### src/rtl/spi_pixel_loader.sv
// SPI slave front end: deserialises commands and multi-channel pixels into framebuffer writes.
// Define SPI_PIXEL_LOADER_MISO_EN to shift the status byte out on miso during STATUS.
module spi_pixel_loader #(
  parameter int segments = 1,
  parameter int rows     = 8,
  parameter int columns  = 32,
  parameter int channels = 3,
  parameter int bitwidth = 8,
  localparam int R  = segments * rows,
  localparam int RW = (R > 1) ? $clog2(R) : 1,
  localparam int CW = (columns > 1) ? $clog2(columns) : 1,
  localparam int PW = channels * bitwidth
) (
  input  logic          clk,
  input  logic          rst,
  input  logic          sclk,
  input  logic          ss,
  input  logic          mosi,
  output logic          miso,
  output logic [RW-1:0] wrow,
  output logic [CW-1:0] wcol,
  output logic [PW-1:0] wdata,
  output logic          wen,
  input  logic          ready,
  output logic          loaded
);

  localparam int CHW = (channels > 1) ? $clog2(channels) : 1;
  localparam logic [8:0]     R9       = 9'(R);
  localparam logic [8:0]     C9       = 9'(columns);
  localparam logic [RW-1:0]  ROW_LAST = RW'(R - 1);
  localparam logic [CW-1:0]  COL_LAST = CW'(columns - 1);
  localparam logic [CHW-1:0] CH_LAST  = CHW'(channels - 1);

  typedef enum logic [2:0] {
    S_IDLE, S_CMD, S_AROW, S_ACOL, S_PIXEL, S_STATUS, S_DISCARD
  } state_t;

  state_t state_r, state_next_s;

  logic [2:0]     sclk_sync_r;
  logic [1:0]     ss_sync_r;
  logic [1:0]     mosi_sync_r;
  logic           ss_s, sclk_rise_s, byte_done_s;
  logic [7:0]     byte_s;
  logic [6:0]     shift_r;
  logic [2:0]     bit_cnt_r;

  logic           ptr_zero_s, ptr_load_s, row_capture_s, pix_byte_s;
  logic           commit_s, err_cmd_s, status_done_s, addr_ok_s;
  logic           pix_done_s, at_end_s;
  logic [7:0]     row_byte_r;
  logic [CHW-1:0] chan_r;
  logic [PW-1:0]  acc_r, acc_next_s;
  logic [bitwidth-1:0] pix_bits_s;
  logic [RW-1:0]  ptr_row_r;
  logic [CW-1:0]  ptr_col_r;
  logic           done_r, err_r;
  logic [7:0]     status_s;

  assign ss_s        = ss_sync_r[1];
  assign sclk_rise_s = sclk_sync_r[1] & ~sclk_sync_r[2];
  assign byte_s      = {shift_r, mosi_sync_r[1]};
  assign byte_done_s = ss_s & sclk_rise_s & (bit_cnt_r == 3'd7);
  assign addr_ok_s   = ({1'b0, row_byte_r} < R9) && ({1'b0, byte_s} < C9);
  assign pix_bits_s  = byte_s[7 -: bitwidth];
  assign acc_next_s  = PW'({acc_r, pix_bits_s});
  assign pix_done_s  = pix_byte_s && (chan_r == CH_LAST);
  assign at_end_s    = (ptr_row_r == ROW_LAST) && (ptr_col_r == COL_LAST);
  assign status_s    = {ready, done_r, err_r, 5'b00000};

  // Two-flop synchronisers; the third sclk stage feeds edge detection.
  always_ff @(posedge clk or posedge rst) begin
    if (rst) begin
      sclk_sync_r <= 3'b000;
      ss_sync_r   <= 2'b00;
      mosi_sync_r <= 2'b00;
    end else begin
      sclk_sync_r <= {sclk_sync_r[1:0], sclk};
      ss_sync_r   <= {ss_sync_r[0], ss};
      mosi_sync_r <= {mosi_sync_r[0], mosi};
    end
  end

  // Byte assembler: a partial byte is dropped whenever ss falls.
  always_ff @(posedge clk or posedge rst) begin
    if (rst) begin
      shift_r   <= 7'd0;
      bit_cnt_r <= 3'd0;
    end else if (!ss_s) begin
      shift_r   <= 7'd0;
      bit_cnt_r <= 3'd0;
    end else if (sclk_rise_s) begin
      shift_r   <= byte_s[6:0];
      bit_cnt_r <= bit_cnt_r + 3'd1;
    end else begin
      shift_r   <= shift_r;
      bit_cnt_r <= bit_cnt_r;
    end
  end

  // FSM state register.
  always_ff @(posedge clk or posedge rst) begin
    if (rst) state_r <= S_IDLE;
    else     state_r <= state_next_s;
  end

  // FSM next state and per-byte control strobes.
  always_comb begin
    state_next_s  = state_r;
    ptr_zero_s    = 1'b0;
    ptr_load_s    = 1'b0;
    row_capture_s = 1'b0;
    pix_byte_s    = 1'b0;
    commit_s      = 1'b0;
    err_cmd_s     = 1'b0;
    status_done_s = 1'b0;
    if (!ss_s) begin
      state_next_s = S_IDLE;
    end else begin
      case (state_r)
        S_IDLE: state_next_s = S_CMD;
        S_CMD: begin
          if (byte_done_s) begin
            case (byte_s)
              8'hF0: begin ptr_zero_s = 1'b1; state_next_s = S_PIXEL; end
              8'hF1: state_next_s = S_AROW;
              8'hF2: state_next_s = S_STATUS;
              8'hF3: begin commit_s = 1'b1; state_next_s = S_DISCARD; end
              default: begin err_cmd_s = 1'b1; state_next_s = S_DISCARD; end
            endcase
          end else begin
            state_next_s = S_CMD;
          end
        end
        S_AROW: begin
          if (byte_done_s) begin
            row_capture_s = 1'b1;
            state_next_s  = S_ACOL;
          end else begin
            state_next_s  = S_AROW;
          end
        end
        S_ACOL: begin
          if (byte_done_s && addr_ok_s) begin
            ptr_load_s   = 1'b1;
            state_next_s = S_PIXEL;
          end else if (byte_done_s) begin
            err_cmd_s    = 1'b1;
            state_next_s = S_DISCARD;
          end else begin
            state_next_s = S_ACOL;
          end
        end
        S_PIXEL:   pix_byte_s    = byte_done_s;
        S_STATUS:  status_done_s = byte_done_s;
        S_DISCARD: state_next_s  = S_DISCARD;
        default:   state_next_s  = S_IDLE;
      endcase
    end
  end

  // Pixel assembly, pointer, framebuffer outputs and sticky flags.
  always_ff @(posedge clk or posedge rst) begin
    if (rst) begin
      chan_r     <= {CHW{1'b0}};
      acc_r      <= {PW{1'b0}};
      row_byte_r <= 8'd0;
      ptr_row_r  <= {RW{1'b0}};
      ptr_col_r  <= {CW{1'b0}};
      wrow       <= {RW{1'b0}};
      wcol       <= {CW{1'b0}};
      wdata      <= {PW{1'b0}};
      wen        <= 1'b0;
      loaded     <= 1'b0;
      done_r     <= 1'b0;
      err_r      <= 1'b0;
    end else begin
      if (state_r != S_PIXEL) begin
        chan_r <= {CHW{1'b0}};
        acc_r  <= {PW{1'b0}};
      end else if (pix_byte_s) begin
        chan_r <= (chan_r == CH_LAST) ? {CHW{1'b0}} : chan_r + CHW'(1);
        acc_r  <= acc_next_s;
      end

      if (row_capture_s) row_byte_r <= byte_s;

      if (ptr_zero_s) begin
        ptr_row_r <= {RW{1'b0}};
        ptr_col_r <= {CW{1'b0}};
      end else if (ptr_load_s) begin
        ptr_row_r <= row_byte_r[RW-1:0];
        ptr_col_r <= byte_s[CW-1:0];
      end else if (pix_done_s) begin
        if (ptr_col_r == COL_LAST) begin
          ptr_col_r <= {CW{1'b0}};
          ptr_row_r <= (ptr_row_r == ROW_LAST) ? {RW{1'b0}} : ptr_row_r + RW'(1);
        end else begin
          ptr_col_r <= ptr_col_r + CW'(1);
        end
      end

      // Address is latched even when ready is low so a stalled pixel still consumes its slot.
      wen    <= pix_done_s & ready;
      loaded <= commit_s | (pix_done_s & at_end_s);
      if (pix_done_s) begin
        wrow  <= ptr_row_r;
        wcol  <= ptr_col_r;
        wdata <= acc_next_s;
      end

      if (pix_done_s && at_end_s) done_r <= 1'b1;
      else if (status_done_s)     done_r <= 1'b0;
      if (err_cmd_s || (pix_done_s && !ready)) err_r <= 1'b1;
      else if (status_done_s)                  err_r <= 1'b0;
    end
  end

`ifdef SPI_PIXEL_LOADER_MISO_EN
  logic [7:0] status_sr_r;
  logic       sclk_fall_s;
  assign sclk_fall_s = ~sclk_sync_r[1] & sclk_sync_r[2];

  // Status shifter: bit7 appears at byte completion, later bits on falling edges within a byte.
  always_ff @(posedge clk or posedge rst) begin
    if (rst) begin
      status_sr_r <= 8'd0;
      miso        <= 1'b0;
    end else if (state_next_s != S_STATUS) begin
      status_sr_r <= 8'd0;
      miso        <= 1'b0;
    end else if (state_r == S_CMD) begin
      status_sr_r <= status_s;
      miso        <= status_s[7];
    end else if (status_done_s) begin
      status_sr_r <= {ready, 7'b0000000};
      miso        <= ready;
    end else if (sclk_fall_s && (bit_cnt_r != 3'd0)) begin
      status_sr_r <= {status_sr_r[6:0], 1'b0};
      miso        <= status_sr_r[6];
    end else begin
      status_sr_r <= status_sr_r;
      miso        <= miso;
    end
  end
`else
  // No readback path: the flags still record but miso is held low.
  always_ff @(posedge clk or posedge rst) begin
    if (rst) miso <= 1'b0;
    else     miso <= (|status_s) & 1'b0;
  end
`endif

endmodule

### config.mk
export PLATFORM = sky130hd
export DESIGN_NAME = spi_pixel_loader
export DESIGN_NICKNAME = d
export VERILOG_FILES = /design/src/rtl/spi_pixel_loader.sv
export SDC_FILE = /design/constraint.sdc
export NUM_CORES = 1
export LEC_CHECK = 0
export CORE_AREA = 2 2 152 109
export CTS_CLUSTER_SIZE = 16
export DETAILED_ROUTE_END_ITERATION = 10
export DIE_AREA = 0 0 154 111
export PLACE_DENSITY = 0.42
export SLEW_MARGIN = 20
export SYNTH_ARGS = -nofsm -noshare
export SYNTH_HDL_FRONTEND = slang
export SYNTH_SLANG_ARGS = --single-unit
### constraint.sdc
create_clock -name clk -period 4.7 [get_ports clk]
set_input_delay 0.94 -clock clk [delete_from_list [all_inputs] [get_ports clk]]
set_output_delay 0.94 -clock clk [all_outputs]
set_load 0.1 [all_outputs]
* After elaboration in Yosys (flattened, before gate mapping)
Index checks and enable logic that the tools add are counted.
** Cells by class
- Order comparisons :: 2
- Add/subtract/negate cells :: 4
- Bitwise gates (word level) :: 7
- Multiplexer cells :: 41
- Equality and inequality tests :: 17
- Reduce and logical (&&, ||, !) cells :: 10
** Operators by type and width (number)
- 3-bit 2-to-1 mux :: 11
- 8-bit == test (second input constant) :: 4
- 16-bit 2-to-1 mux :: 2
- 5-bit 2-to-1 mux :: 4
- 3-bit one-hot mux with 6 select lines :: 1
- 1-bit 2-to-1 mux :: 17
- 3-bit == test (second input constant) :: 5
- 7-bit 2-to-1 mux :: 2
- 3-bit one-hot mux with 3 select lines :: 1
- 8-bit by 4-bit less-than comparator with 1-bit output (second input constant) :: 1
- 8-bit by 6-bit less-than comparator with 1-bit output (second input constant) :: 1
- 3-bit by 1-bit adder with 3-bit output (second input constant) :: 2
- 3-bit by 2-bit == test with 1-bit output (second input constant) :: 2
- 2-bit 2-to-1 mux :: 3
- 3-bit nonzero test :: 2
- 5-bit by 1-bit adder with 5-bit output (second input constant) :: 1
- 1-bit bitwise AND :: 5
- 5-bit == test (second input constant) :: 1
- 1-bit logical AND :: 4
- 3-bit by 1-bit == test with 1-bit output (second input constant) :: 1
- 3-bit zero test :: 1
- 3-bit inequality test (second input constant) :: 1
- 2-bit by 1-bit adder with 2-bit output (second input constant) :: 1
- 2-bit == test (second input constant) :: 1
- other kinds (7) :: 7
** Storage, ports and cells
- Bits of input ports :: 6
- Register bits :: 88
- Word-level logic and storage cells :: 97

* Longest topological paths before layout
- Depth in word-level cells :: 10
- Mapped depth :: 8
- Depth with buffers taken out :: 7

* Worst setup path before layout
No wires, ideal clock.
- Kind :: register to register
- Start :: register bit_cnt_r[0]
- End :: register ptr_col_r[3]
- Cell stages (with the launch flop) :: 8
- Setup slack :: 2702 ps
- Library setup time :: 121 ps
- Arrival :: 1878 ps
- Cell sequence :: dfrtp_1 > ha_1 > ha_1 > nand4b_4 > or3_1 > clkbuf_8 > or4_1 > o211a_1
** Between the ends
- Longest elaborated chain between the ends :: 8
- Elaborated cells between the ends (all ways) :: 15
- Those cells by class :: eq/ne (1); mux (10); bitwise (1); reduce/logical (3)
** Ends and longest elaborated chain
- from (decl) :: RTL line 47 : logic [2:0] bit_cnt_r;
- from (signal assigned) :: RTL line 95 : bit_cnt_r <= bit_cnt_r + 3'd1;
- from (signal assigned) :: RTL line 98 : bit_cnt_r <= bit_cnt_r;
- 3-bit == test (*) :: RTL line 64 : assign byte_done_s = ss_s & sclk_rise_s & (bit_cnt_r == 3'd7);
- 1-bit bitwise AND (*) :: RTL line 64
- 1-bit logical AND :: RTL line 145 : if (byte_done_s && addr_ok_s) begin
- 1-bit 2-to-1 mux :: RTL line 145
- 1-bit 2-to-1 mux :: RTL line 121 : case (state_r)
- 1-bit 2-to-1 mux :: RTL line 118 : if (!ss_s) begin
- 5-bit 2-to-1 mux :: RTL line 192 : end else if (ptr_load_s) begin
- 5-bit 2-to-1 mux :: RTL line 189 : if (ptr_zero_s) begin
- to (signal assigned) :: RTL line 191 : ptr_col_r <= {CW{1'b0}};
- to (signal assigned) :: RTL line 194 : ptr_col_r <= byte_s[CW-1:0];
- to (signal assigned) :: RTL line 197 : ptr_col_r <= {CW{1'b0}};
- to (decl) :: RTL line 57 : logic [CW-1:0] ptr_col_r;
Every way passes the cells marked *; elsewhere a longest branch is shown, timed or not.
A chain may end at the register's enable or synchronous reset.

* Final worst setup path
- Start :: register wdata[1]
- End :: output port wdata[1]
** RTL lines
- from (decl) :: RTL line 22 : output logic [PW-1:0] wdata,
- from (signal assigned) :: RTL line 173 : wdata <= {PW{1'b0}};
- from (signal assigned) :: RTL line 210 : wdata <= acc_next_s;
No word-level cell between the ends.

==> metrics.md <==
| Metric | Value |
|---|---|
| Inst Count DP | 547 |
| Initial Util | 24.2% |
| Sequential cell area | 2200 µm² |
| Layout cells sized above 1 | 18.4% |
| Crit path largest cell delay | ~1.2 ns |
| Global-route wire length before repair | 14000 µm |
| RSZ-0062 raised after global routing | false |
| Startpoint Class | register |
| Outcome | completed |
| Routed via count | between 2000 and 2500 |
| Wire length per cell | 14.9 µm |
| Crit Path Category | register to output port |
| Pwr/cell area | ~330 nW/µm² |
| HP Start | sclk_sync_r[0] |
| Total CTS buffers | 9 |
| Crit path depth | 1 |
| Die area | between 15000 and 20000 µm² |
| Initial antenna violation count | 0 |
| Post-synth ARST share | 100% |
| Synth Register Bits | a little under 90 |
| Clk slew on worst S/H paths | roughly 0.060 ns |
| Hold Path End | sclk_sync_r[1] |
| Hold WC Path Type | register to register |
| Main flop type after synthesis | dfrtp_1 |
| Clock skew | 0.0113 ns |
| Maximum clock rate | 358 MHz |
| Initial drt markers | around 140 |
| Fillers | approximately 1600 |
| Worst-skew pair later-pin latency | between 0.3 and 0.4 ns |
| Synth top area cells | dfrtp_1 57%, mux2_2 11%, nand2_1 5.5% |
| Syn_area_per_cell | between 10 and 15 µm² |
| Diode count | 0 |
| Top cell type's share of synthesized area | 57.3% |
| Post-DP HPWL | between 5000 and 6000 µm |
| Placer congestion estimate | 0.812 |
| CP Buf/Inv Count | 1 |
| Max-cap check violation count | 0 |
| Vias in the first global route | approximately 2600 |
| GRT Residual Overflow | 0 |
| CP arrival | between 1.5 and 2 ns |
| Worst EP required | 3.76 ns |
| Post-CTS Resized | 0 |
| Post-Synthesis Cells | 320 |
| Final setup vio count | 0 |
| Slowest library cell on the worst path | clkdlybuf4s50_1 |
| NumNets Final | between 300 and 400 |
| Reg2reg start | ss_sync_r[1] |
| PortBufs | 39 |
| Die W | approximately 150 µm |
| Final Util | between 20 and 30% |
| CP top delay family | buffers and inverters |
| Cell taking the most area after synthesis | dfrtp_1 |
| Row cnt | 39 |
| Final wirelength | approximately 8400 µm |
| Multi-input logic area | about 1500 µm² |
| Largest net degree at the start of global routing | 40 |
| Crit path from | wdata[1] |
| Max rail drop VDD | around 0.17 mV |
| Number of flops mapped to enable cells by yosys | 0 |
| Crit Path Max Fanout | 2 |
| I/O Pins | ~40 |
| Synth top cells by count | 88 x dfrtp_1, 56 x nand2_1, 39 x mux2_2, 26 x a21oi_1, 10 x a21boi_0 |
| Core area | 15900 µm² |
| Setup bufs post-CTS | 0 |
| Reg2reg setup slack | roughly 2.2 ns |
| Reg2reg path depth | 3 |
| Clock root cell | clkbuf_16 |
| CTS Sinks | 88 |
| Final Hold Fails | 0 |
| DRT Pass-1 Iters | 4 |
| Die H | approximately 110 µm |
| Critical Path, Cell by Cell | clkdlybuf4s50_1 |
| Number of library cell types mapped by synthesis | 43 |
| Final Non-Filler Cells | around 560 |
| Min Tclk post-route | 2.79 ns |
| DRC violations left | 0 |
| Syn Std Cell Area | between 3000 and 4000 µm² |
| CTS tree | yes |
| Relative slew slack | between 30% and 40% |
| Seq/Total Area, Yosys | between 50% and 60% |
| DR vias/cell | between 4 and 5 |
| H-tree levels | 3 |
| Hold-fix buffers, CTS | 0 |
| Syn Nets | between 300 and 400 |
| Leak pwr | ~2 nW |
| Final Slew Violations | 0 |
| Hold path cells | 0 |
| Most frequent cell after synthesis | dfrtp_1 |
| End of the worst register-to-register path | row_byte_r[3] |
| Synthesis Warnings | 0 |
| Setup TNS | 0 ns |
| GRT Overall Usage | a little over a tenth |
| Critical path endpoint category | output port |
| ANT nets after route | 0 |
| Clock buffer depth | 2 |
| Tightest Pin Transition | slightly below 1 ns |
| Area growth syn-to-layout | 21.4% |
| Period utilization | roughly 59% |
report_power, final:
part	switching, mW	internal [mW]
Clock	0.298	0.446
Sequential	0.00881	0.762
Combinational	0.0248	0.00975
metal layers:
layer	track usage [%]	wire length [µm]	up-vias
met5	0	0	-
met4	3.12	101	0
met3	3.24	350	11
met2	14.9	3480	48
met1	15.3	4460	1244
li1	-	-	1193
cells by family after synthesis:
kind of cell    after synthesis  synth area share (%)
xor+xnor                      2                 0.456
other cells                   1                0.0976
buf+inv                      25                  4.95
compound gates               53                  8.79
simple gates                 99                  13.2
mux                          46                  13.3
fa+ha+maj                     6                  1.95
flops                        88                  57.3
metrics by stage:
| stage | hold WS [ns] | cell area (µm²) | setup slack (ns) | power, mW |
|---|---|---|---|---|
| after detailed placement | 0.336 | 4350 | 2.21 | 0.821 |
| after global placement | 0.339 | 4350 | 2.24 | 0.821 |
| after floorplan | 0.331 | 3840 | 1.48 | 0.809 |
| after global routing | 0.363 | 4660 | 1.85 | 1.62 |
| final | 0.348 | 4660 | 1.91 | 1.55 |
| after CTS | 0.351 | 4660 | 1.88 | 1.58 |
flip-flops by register name, summed over array words and instances (netlist names):
signal       count
acc_r           16
bit_cnt_r        3
chan_r           2
loaded           1
mosi_sync_r      2
ptr_col_r        5
ptr_row_r        3
row_byte_r       8
sclk_sync_r      3
shift_r          7
ss_sync_r        2
state_r          3
wcol             5
wdata           24
wen              1
wrow             3
worst max-delay path by stage:
| stage | endpoint | slack (ns) |
|---|---|---|
| after CTS | wdata[6] | 1.88 |
| after global placement | ptr_col_r[3] | 2.24 |
| after detailed placement | row_byte_r[3] | 2.21 |
| after floorplan | acc_r[0] | 1.48 |
| final | wdata[1] | 1.91 |
| after global routing | wdata[7] | 1.85 |
area by class of cell:
class / count / share of cell area, %
Clock buffer: 11 / 5.42
Clock inverter: 5 / 1.31
Inverter: 4 / 0.349
Multi-Input combinational cell: 207 / 31.2
Sequential cell: 88 / 47.2
Tap cell: 205 / 5.50
Timing Repair Buffer: 43 / 9.01
cell usage in the layout, fill, tap and decap left out, drive strengths merged, types with 3 or more instances in the layout:
| cell | count |
|---|---|
| or4 | 4 |
| mux2 | 39 |
| nand2 | 56 |
| buf | 4 |
| or3 | 5 |
| o21ai | 3 |
| nor3 | 6 |
| dfrtp | 88 |
| ha | 6 |
| a21boi | 10 |
| o32ai | 7 |
| a21oi | 26 |
| nand3 | 3 |
| nand4 | 3 |
| mux2i | 7 |
| nor2b | 3 |
| nor2 | 5 |
| clkdlybuf4s50 | 39 |
| inv | 6 |
| clkbuf | 11 |
Power figures use the tool's default switching activity.
